File: src/rtl/pol_map_fetch.sv
// -----------------------------------------------------------------------------
// pol_map_fetch
//   Map-fetch stage in front of the pooling core. On Start it reads the packed
//   neighbour-index map (Np points x K indices) from the global buffer. It
//   unpacks each map word LSB-first into a serial index stream, flags the K-th
//   index of every point, and pulses the core's local reset at layer start.
//
// Ports
//   clk, rst                     clock, asynchronous active-high reset
//   CCUPOL_Start/Cfg*            start pulse and layer config (K, Np, map base)
//   POLCCU_Busy/Done             status back to the controller
//   POLGLB_MapRdAddr*/GLBPOL_*   map-word read request / returned data
//   POLPLC_Rst/Idx*/PLCPOL_*     pooling-core reset and index stream
// -----------------------------------------------------------------------------
module pol_map_fetch #(
    parameter int IDX_WIDTH            = 10,
    parameter int SRAM_WIDTH           = 64,
    parameter int ADDR_WIDTH           = 16,
    parameter int POOL_MAP_DEPTH_WIDTH = 5
) (
    input  logic                            clk,
    input  logic                            rst,
    input  logic                            CCUPOL_Start,
    input  logic [POOL_MAP_DEPTH_WIDTH-1:0] CCUPOL_CfgK,
    input  logic [IDX_WIDTH-1:0]            CCUPOL_CfgNp,
    input  logic [ADDR_WIDTH-1:0]           CCUPOL_CfgMapBase,
    output logic                            POLCCU_Busy,
    output logic                            POLCCU_Done,
    output logic [ADDR_WIDTH-1:0]           POLGLB_MapRdAddr,
    output logic                            POLGLB_MapRdAddrVld,
    input  logic                            GLBPOL_MapRdAddrRdy,
    input  logic [SRAM_WIDTH-1:0]           GLBPOL_MapRdDat,
    input  logic                            GLBPOL_MapRdDatVld,
    output logic                            POLGLB_MapRdDatRdy,
    output logic                            POLPLC_Rst,
    output logic [IDX_WIDTH-1:0]            POLPLC_Idx,
    output logic                            POLPLC_IdxVld,
    output logic                            POLPLC_IdxLast,
    input  logic                            PLCPOL_IdxRdy
);

    localparam int IPW  = SRAM_WIDTH / IDX_WIDTH;
    localparam int SELW = (IPW > 1) ? $clog2(IPW) : 1;
    localparam int TW   = IDX_WIDTH + POOL_MAP_DEPTH_WIDTH;

    typedef enum logic [1:0] {IDLE, INIT, RUN, DONE} state_t;

    state_t                          state, state_nxt;
    logic [POOL_MAP_DEPTH_WIDTH-1:0] cfg_k;
    logic [IDX_WIDTH-1:0]            cfg_np;
    logic [ADDR_WIDTH-1:0]           addr;
    logic [TW-1:0]                   total;
    logic [TW-1:0]                   emit;
    logic [TW:0]                     req_idx;   // one spare bit: may overshoot total by < IPW
    logic [1:0]                      outst;
    logic [1:0]                      cnt;
    logic [SRAM_WIDTH-1:0]           mem [2];
    logic                            wr_ptr, rd_ptr;
    logic [SELW-1:0]                 sel;
    logic [POOL_MAP_DEPTH_WIDTH-1:0] kcnt;
    logic [IDX_WIDTH-1:0]            lanes [IPW];

    logic [TW-1:0] total_calc;
    logic          addr_hs, push, idx_hs, pop, word_end, last_idx;

    assign total_calc = TW'(cfg_np) * TW'(cfg_k);

    // Credit check counts words in flight plus words already buffered, so the
    // 2-entry buffer can never overflow regardless of read latency.
    assign POLGLB_MapRdAddrVld = (state == RUN) && (req_idx < {1'b0, total}) &&
                                 (({1'b0, outst} + {1'b0, cnt}) < 3'd2);
    assign POLGLB_MapRdAddr    = addr;
    assign POLGLB_MapRdDatRdy  = (state == RUN) && (cnt != 2'd2);
    assign POLPLC_IdxVld       = (state == RUN) && (cnt != 2'd0);
    assign POLPLC_IdxLast      = POLPLC_IdxVld && (kcnt == cfg_k - POOL_MAP_DEPTH_WIDTH'(1));
    assign POLPLC_Rst          = (state == INIT);
    assign POLCCU_Busy         = (state == INIT) || (state == RUN);
    assign POLCCU_Done         = (state == DONE);

    assign addr_hs  = POLGLB_MapRdAddrVld && GLBPOL_MapRdAddrRdy;
    assign push     = POLGLB_MapRdDatRdy && GLBPOL_MapRdDatVld;
    assign idx_hs   = POLPLC_IdxVld && PLCPOL_IdxRdy;
    assign word_end = (sel == SELW'(IPW - 1));
    assign last_idx = (emit == total - TW'(1));
    // The final word may be only partly used; drop it after the last index.
    assign pop      = idx_hs && (word_end || last_idx);

    always_comb begin
        for (int i = 0; i < IPW; i++) begin
            lanes[i] = mem[rd_ptr][i*IDX_WIDTH +: IDX_WIDTH];
        end
    end
    assign POLPLC_Idx = lanes[sel];

    always_comb begin
        state_nxt = state;
        case (state)
            IDLE:    if (CCUPOL_Start) state_nxt = INIT;
            INIT:    state_nxt = (total_calc == '0) ? DONE : RUN;
            RUN:     if (idx_hs && last_idx) state_nxt = DONE;
            DONE:    state_nxt = IDLE;
            default: state_nxt = IDLE;
        endcase
    end

    always_ff @(posedge clk or posedge rst) begin
        if (rst) state <= IDLE;
        else     state <= state_nxt;
    end

    always_ff @(posedge clk or posedge rst) begin
        if (rst) begin
            cfg_k   <= '0;
            cfg_np  <= '0;
            addr    <= '0;
            total   <= '0;
            req_idx <= '0;
            outst   <= '0;
            cnt     <= '0;
            mem[0]  <= '0;
            mem[1]  <= '0;
            wr_ptr  <= 1'b0;
            rd_ptr  <= 1'b0;
            sel     <= '0;
            emit    <= '0;
            kcnt    <= '0;
        end else if (state == IDLE) begin
            if (CCUPOL_Start) begin
                cfg_k  <= CCUPOL_CfgK;
                cfg_np <= CCUPOL_CfgNp;
                addr   <= CCUPOL_CfgMapBase;
            end
        end else if (state == INIT) begin
            total   <= total_calc;
            req_idx <= '0;
            outst   <= '0;
            cnt     <= '0;
            mem[0]  <= '0;
            mem[1]  <= '0;
            wr_ptr  <= 1'b0;
            rd_ptr  <= 1'b0;
            sel     <= '0;
            emit    <= '0;
            kcnt    <= '0;
        end else begin
            if (addr_hs) begin
                addr    <= addr + ADDR_WIDTH'(1);
                req_idx <= req_idx + (TW+1)'(IPW);
            end
            case ({addr_hs, push})
                2'b10:   outst <= outst + 2'd1;
                2'b01:   outst <= outst - 2'd1;
                default: outst <= outst;
            endcase
            case ({push, pop})
                2'b10:   cnt <= cnt + 2'd1;
                2'b01:   cnt <= cnt - 2'd1;
                default: cnt <= cnt;
            endcase
            if (push) begin
                mem[wr_ptr] <= GLBPOL_MapRdDat;
                wr_ptr      <= ~wr_ptr;
            end
            if (pop) rd_ptr <= ~rd_ptr;
            if (idx_hs) begin
                emit <= emit + TW'(1);
                sel  <= pop ? '0 : sel + SELW'(1);
                kcnt <= POLPLC_IdxLast ? '0 : kcnt + POOL_MAP_DEPTH_WIDTH'(1);
            end
        end
    end

endmodule
File: config.mk
export PLATFORM = sky130hd
export DESIGN_NAME = pol_map_fetch
export DESIGN_NICKNAME = d
export VERILOG_FILES = /design/src/rtl/pol_map_fetch.sv
export SDC_FILE = /design/constraint.sdc
export NUM_CORES = 1
export LEC_CHECK = 0
export CAP_MARGIN = 20
export CORE_ASPECT_RATIO = 0.9
export CORE_MARGIN = 2
export CORE_UTILIZATION = 40
export CTS_BUF_LIST = sky130_fd_sc_hd__clkbuf_16
export CTS_CLUSTER_SIZE = 40
export DETAILED_ROUTE_END_ITERATION = 10
export PLACE_DENSITY = 0.68
export SYNTH_ARGS = -nofsm -noshare
export SYNTH_HDL_FRONTEND = slang
export SYNTH_SLANG_ARGS = --single-unit
File: constraint.sdc
create_clock -name clk -period 6.7 [get_ports clk]
set_input_delay 1.34 -clock clk [delete_from_list [all_inputs] [get_ports clk]]
set_output_delay 1.34 -clock clk [all_outputs]
set_load 0.03 [all_outputs]
==> results of run 1 <==
## cell usage after synthesis, drive strengths merged, types with 5 or more instances
library cell / instances / share of area [%]
nand4: 9 / 0.46
clkbuf: 60 / 1.8
and3: 16 / 0.83
dfrtp: 212 / 43
a22o: 122 / 8.7
a21oi: 39 / 1.6
or3: 6 / 0.31
o21a: 5 / 0.31
xnor2: 26 / 1.9
nand2: 73 / 2.2
mux2: 20 / 1.9
nor2: 61 / 1.9
o31ai: 8 / 0.49
buf: 6 / 0.26
a21o: 8 / 0.49
nand3: 34 / 1.4
and2: 46 / 2.4
nand2b: 15 / 0.77
mux2i: 22 / 1.8
o21bai: 6 / 0.37
fa: 25 / 4.1
inv: 73 / 2.2
a31oi: 7 / 0.36
mux4: 30 / 5.5
nor3: 11 / 0.45
o22ai: 20 / 1.0
o21ai: 70 / 2.9
xor2: 19 / 1.4
a211oi: 5 / 0.31
ha: 49 / 5.0
## critical path: stages, from the launching register on
cell,delay (ps)
dfrtp_1,600
nand2_1,150
fa_1,530
fa_1,550
inv_1,60
fa_1,470
ha_1,380
a211oi_1,260
o21bai_1,140
a211o_1,310
a21oi_1,300
xnor2_1,150
or4_1,480
nor3b_1,300
nand4bb_1,210
a41oi_1,250
## area by class of cell
| cell class | count | area (um^2) |
|---|---|---|
| clock buffers | 24 | 601 |
| clock inverters | 20 | 181 |
| inverters | 73 | 278 |
| diodes | 1 | 2.50 |
| repair buffers | 142 | 1410 |
| flip-flops and latches | 212 | 5310 |
| well taps | 403 | 504 |
| fillers | 2742 | 15300 |
| multi-input cells | 805 | 6450 |
## power by group through the flow
stage	combinational (mW)	clock, mW	sequential, mW
after floorplan	3.95	0	2.17
after CTS	5.20	1.34	2.34
final	5.27	1.31	2.31
after detailed placement	5.17	0	2.36
after global placement	5.05	0	2.34
after global routing	5.88	1.39	2.39
## kinds of logic after synthesis
group | synth area share [%]
multiplexers | 9.17
AO/OA/AOI/OAI | 18.7
buffers and inverters | 4.33
XOR/XNOR | 3.21
flip-flops | 43.3
adder cells (fa/ha/maj) | 9.08
AND/OR/NAND/NOR | 12.2
## routing by layer
metal  routed length [um]  global-route usage [%]  up-vias
li1                     -                       -     4426
met4                  591                    4.21        6
met5                   37                       0        -
met3                 1640                    3.22       45
met2                14000                    31.5      233
met1                14400                    27.9     4726
## through the flow
step,setup WS [ps],total power [mW]
floorplan,2140,6.12
global placement,1650,7.39
detailed placement,1540,7.52
CTS,1500,8.89
global route,1220,9.67
finish,1460,8.88
## state kept, by name, summed over array words and instances (netlist names)
name / flops
POLGLB_MapRdAddr: 16
outst: 2
total: 15
rd_ptr: 1
state: 2
cnt: 2
emit: 15
mem: 120
cfg_k: 5
sel: 3
kcnt: 5
cfg_np: 10
req_idx: 15
wr_ptr: 1
## cells in the final DEF (no fill, tap or decap), types with 8 or more instances in the layout
master,netlist,routed
xnor2_1,26,26
nand2b_1,15,14
nor3_1,11,10
nand4_1,9,9
and3_1,15,15
mux2_2,18,18
nor2_1,61,60
dfrtp_1,212,211
o21ai_0,68,68
a21o_1,8,8
and2_1,44,44
o31ai_1,8,8
inv_1,72,75
mux4_2,30,30
ha_1,49,48
mux2i_1,22,22
xor2_1,19,19
clkdlybuf4s50_1,0,129
o22ai_1,20,20
fa_1,25,25
a22o_1,122,122
clkbuf_16,0,24
nand3_1,34,34
nand2_1,73,73
a21oi_1,39,39
buf_4,0,11
## worst min path at each step
stage                     startpoint       to  slack, ps  depth (start not counted)
after global routing         mem[94]  mem[94]        510                          1
final                        mem[98]  mem[98]        500                          1
after CTS                    kcnt[4]  kcnt[4]        500                          1
after detailed placement     mem[12]  mem[12]        490                          1
after global placement       mem[34]  mem[34]        480                          1
after floorplan              kcnt[4]  kcnt[4]        470                          1
==> impl_metrics.csv, run 1 <==
group,metric,value,unit
detailed_routing,wl_per_cell,18.3,um
grt,antenna_found_initial,4,
grt,grt_max_degree,121,
run,drv_cap,0,
power,p_leak,6.54,nW
power,switching_share,45.1,%
power,sequentialPowerShare,26.0,%
clock_network,clock-sinks,212,
floorplan,start_util,40.8,%
timing,hold_viol_final,0,
grt,grt_pass1_vias,9703,
worst_setup_path,r2r-end,"state[0]",
clock_network,cts_setup_buffers,0,
timing,fin_skew,21.1,ps
place,dpl.cell_count,1634,
yosys,synthArstFlopShare,100,%
final_layout,num-nets-final,1433,
final_layout,utilization,49.1,%
floorplan,core_region_area,0.0300,mm^2
place,dp_hpwl,21.1,mm
timing,slew-limit-headroom,31.5,%
detailed_routing,drt_iter0_drc,669,
place,numPortBuffers,129,
clock_network,cts_tree,"built",
worst_setup_path,r2r_cells,15,
power,power_switching,4.01,mW
final_layout,stdcell_count,1680,
worst_setup_path,end_kind,"register",
timing,fmax,0.191,GHz
worst_setup_path,path_class,"reg -> reg",
floorplan,num_rows,60,
yosys,synth_enable_flop_cells,0,
detailed_routing,drt_pass1_iterations,5,
worst_setup_path,reg2reg_from,"cfg_k[4]",
detailed_routing,routed_wl,30.7,mm
timing,rsz0062_at_grt,"no",
worst_setup_path,rrSetupSlack,1460,ps
clock_network,clock_path_buffers,3,
floorplan,die-area,0.0321,mm^2
clock_network,cts-resized-gates,0,
place,place_area,0.0139,mm^2
yosys,syn_inst,1156,
clock_network,clk_pin_slew_worst_paths,60,ps
final_layout,area_delta_synth_final,20.2,%
clock_network,numCtsBuffers,24,
detailed_routing,drcViolationCount,0,
timing,drv_slew,0,
floorplan,die_w,189,um
place,place_congestion,0.830,
yosys,ys.flop_type,"dfrtp_1",
worst_setup_path,start_kind,"register",
yosys,ys_types,70,
floorplan,die_h,170,um
final_layout,fin_area,0.0147,mm^2
power,p_int,4.87,mW
timing,hold_ws,500,ps
clock_network,cts_root_buffer,"clkbuf_16",
timing,tightest_slew,1020,ps
worst_setup_path,critPathLaunch,"cfg_k[4]",
grt,overflow,0,
yosys,syn_area_per_cell,10.6,um^2
grt,grt_pass1_wl,51.1,mm
yosys,ys_ff_latch,212,
power,p_clk_share,14.7,%
worst_setup_path,critPathMaxFanout,12,
worst_setup_path,required,7130,ps
clock_network,cts_htree_levels,1,
status,outcome,"complete, no violations",
timing,min_period,5240,ps
worst_setup_path,crit_end,"state[0]",
clock_network,hold_buffers,0,
yosys,syn-num-nets,1331,
worst_setup_path,crit_arrival,5670,ps
power,powerDensity,602,mW/mm^2
floorplan,io_pins,134,
yosys,yosysSeqAreaShare,43.3,%
final_layout,drive_gt1_share,9.01,%
detailed_routing,viasPerCell,5.62,
yosys,yosysWarnings,0,
hold_path,min_path_type,"reg -> reg",
clock_network,clock_latency,530,ps
timing,tns,0,ps
yosys,netlist_area,0.0123,mm^2
timing,period_share,78.2,%
detailed_routing,ant_nets,0,
power,peakVddDrop,0.450,mV
grt,track_usage,19.6,%
power,share_comb_of_total_power,59.3,%
detailed_routing,vias,9436,
timing,setup_viol_count_final,0,
(Power assumes the default switching activity.)
==> inputs of run 2 (changes only) <==
Clock period 6.7 ns to 4.22 ns, I/O delays scaled along.
==> impl_metrics.csv, run 2 (same netlist as run 1, synthesis figures left out) <==
group,metric,value,unit
worst_setup_path,critPathMaxFanout,8,
grt,grt_pass1_wl,51.0,mm
final_layout,layout_common_cells,"dfrtp_1 (210), clkdlybuf4s50_1 (129), a22o_1 (122)",
status,violations,"negative setup slack",
clock_network,clk_pin_slew_worst_paths,60,ps
timing,fmax,0.231,GHz
floorplan,die_w,189,um
clock_network,hold_buffers,0,
final_layout,multi_input_area,0.00660,mm^2
clock_network,clock_path_buffers,3,
detailed_routing,wl_per_cell,17.9,um
timing,hold_ws,500,ps
place,place_area,0.0143,mm^2
timing,hold_viol_final,0,
final_layout,drive_gt1_share,14.5,%
final_layout,final_common_cell,"dfrtp_1",
final_layout,largest_register,"mem",
timing,drv_slew,0,
floorplan,start_util,40.8,%
timing,min_period,4320,ps
timing,tightest_slew,1030,ps
floorplan,die-area,0.0321,mm^2
timing,period_share,102,%
place,place_congestion,0.808,
clock_network,cts_htree_levels,1,
status,outcome,"finished, violations left",
detailed_routing,vias,9705,
clock_network,numCtsBuffers,25,
worst_setup_path,crit_arrival,4780,ps
hold_path,min_path_type,"reg -> reg",
timing,setup_viol_count_final,1,
detailed_routing,ant_nets,0,
detailed_routing,viasPerCell,5.63,
final_layout,area_delta_synth_final,24.4,%
place,dp_hpwl,21.7,mm
run,drv_cap,0,
final_layout,seq_area,0.00531,mm^2
grt,antenna_found_initial,2,
worst_setup_path,required,4680,ps
floorplan,num_rows,60,
clock_network,clock_latency,540,ps
final_layout,largest_register_ffs,120,
place,numPortBuffers,129,
final_layout,fill_cells,2678,
timing,rsz0062_at_grt,"yes",
detailed_routing,routed_wl,31.0,mm
floorplan,die_h,170,um
grt,track_usage,19.4,%
worst_setup_path,path_class,"reg -> reg",
timing,slew-limit-headroom,31.2,%
grt,grt_max_degree,110,
worst_setup_path,start_kind,"register",
grt,grt_pass1_vias,9525,
timing,fin_ws,-101,ps
clock_network,clock-sinks,212,
clock_network,cts_root_buffer,"clkbuf_16",
final_layout,fin_area,0.0153,mm^2
timing,fin_skew,10.9,ps
floorplan,core_region_area,0.0300,mm^2
detailed_routing,drt_iter0_drc,634,
worst_setup_path,end_kind,"register",
grt,overflow,0,
floorplan,io_pins,134,
final_layout,utilization,50.8,%
final_layout,num-nets-final,1476,
detailed_routing,drt_pass1_iterations,5,
clock_network,cts_tree,"built",
detailed_routing,drcViolationCount,0,
-- run 2: critical path, stage by stage, from the launching register on --
cell       delay, ps
dfrtp_1          440
buf_4            190
and2_1           180
fa_1             480
fa_1             540
inv_1             50
fa_1             520
inv_1             40
ha_1             220
a211o_1          320
a21oi_4          160
xnor2_2           90
or4_4            420
nor3b_2          160
nand4bb_1        200
a41oi_2          220
-- run 2: final cells by class --
class	instances	share of cell area, %
Sequential cell	212	34.8
Multi-Input combinational cell	805	43.3
Inverter	73	1.82
Tap cell	403	3.31
Clock buffer	25	4.10
Antenna cell	2	0.0328
Timing Repair Buffer	184	11.3
Clock inverter	21	1.30
-- run 2: final timing paths --
path / start / endpoint / slack, ps / depth (start not counted)
setup / recovery: cfg_k[3] / state[0] / -100 / 15
hold / removal: mem[33] / mem[33] / 500 / 1
setup reg to reg: cfg_k[3] / state[0] / -100 / 15
hold reg to reg: mem[33] / mem[33] / 500 / 1
max in group asynchronous: rst / sel[0] / 2530 / 3
min in group asynchronous: rst / mem[68] / 710 / 2
-- run 2: stage by stage --
stage          cells  worst slack [ps]  setup TNS, ps
2_1_floorplan   1156              1.27              0
3_3_place_gp    1674              -165           -165
3_5_place_dp    1674              -232           -264
4_1_cts         1722              -178           -178
5_1_grt         1723              -316           -365
6_report        1725              -101           -101
-- run 2: repair_timing --
item	4_1_cts	5_1_grt
resized for setup	13	12
pin swaps	23	10
endpoints found under the setup margin	3	5
setup buffers	2	1
-- run 2: per-layer routing --
layer | global-route usage, % | vias to the layer above | wire length (um)
li1 | - | 4522 | -
met1 | 27.9 | 4870 | 14200
met2 | 30.8 | 269 | 14200
met3 | 3.46 | 42 | 1920
met4 | 4.18 | 2 | 636
met5 | 0 | - | 13
Power of run 2 is not shown: default switching activity piles up to over one toggle a cycle in this logic, so the estimate is an artifact.
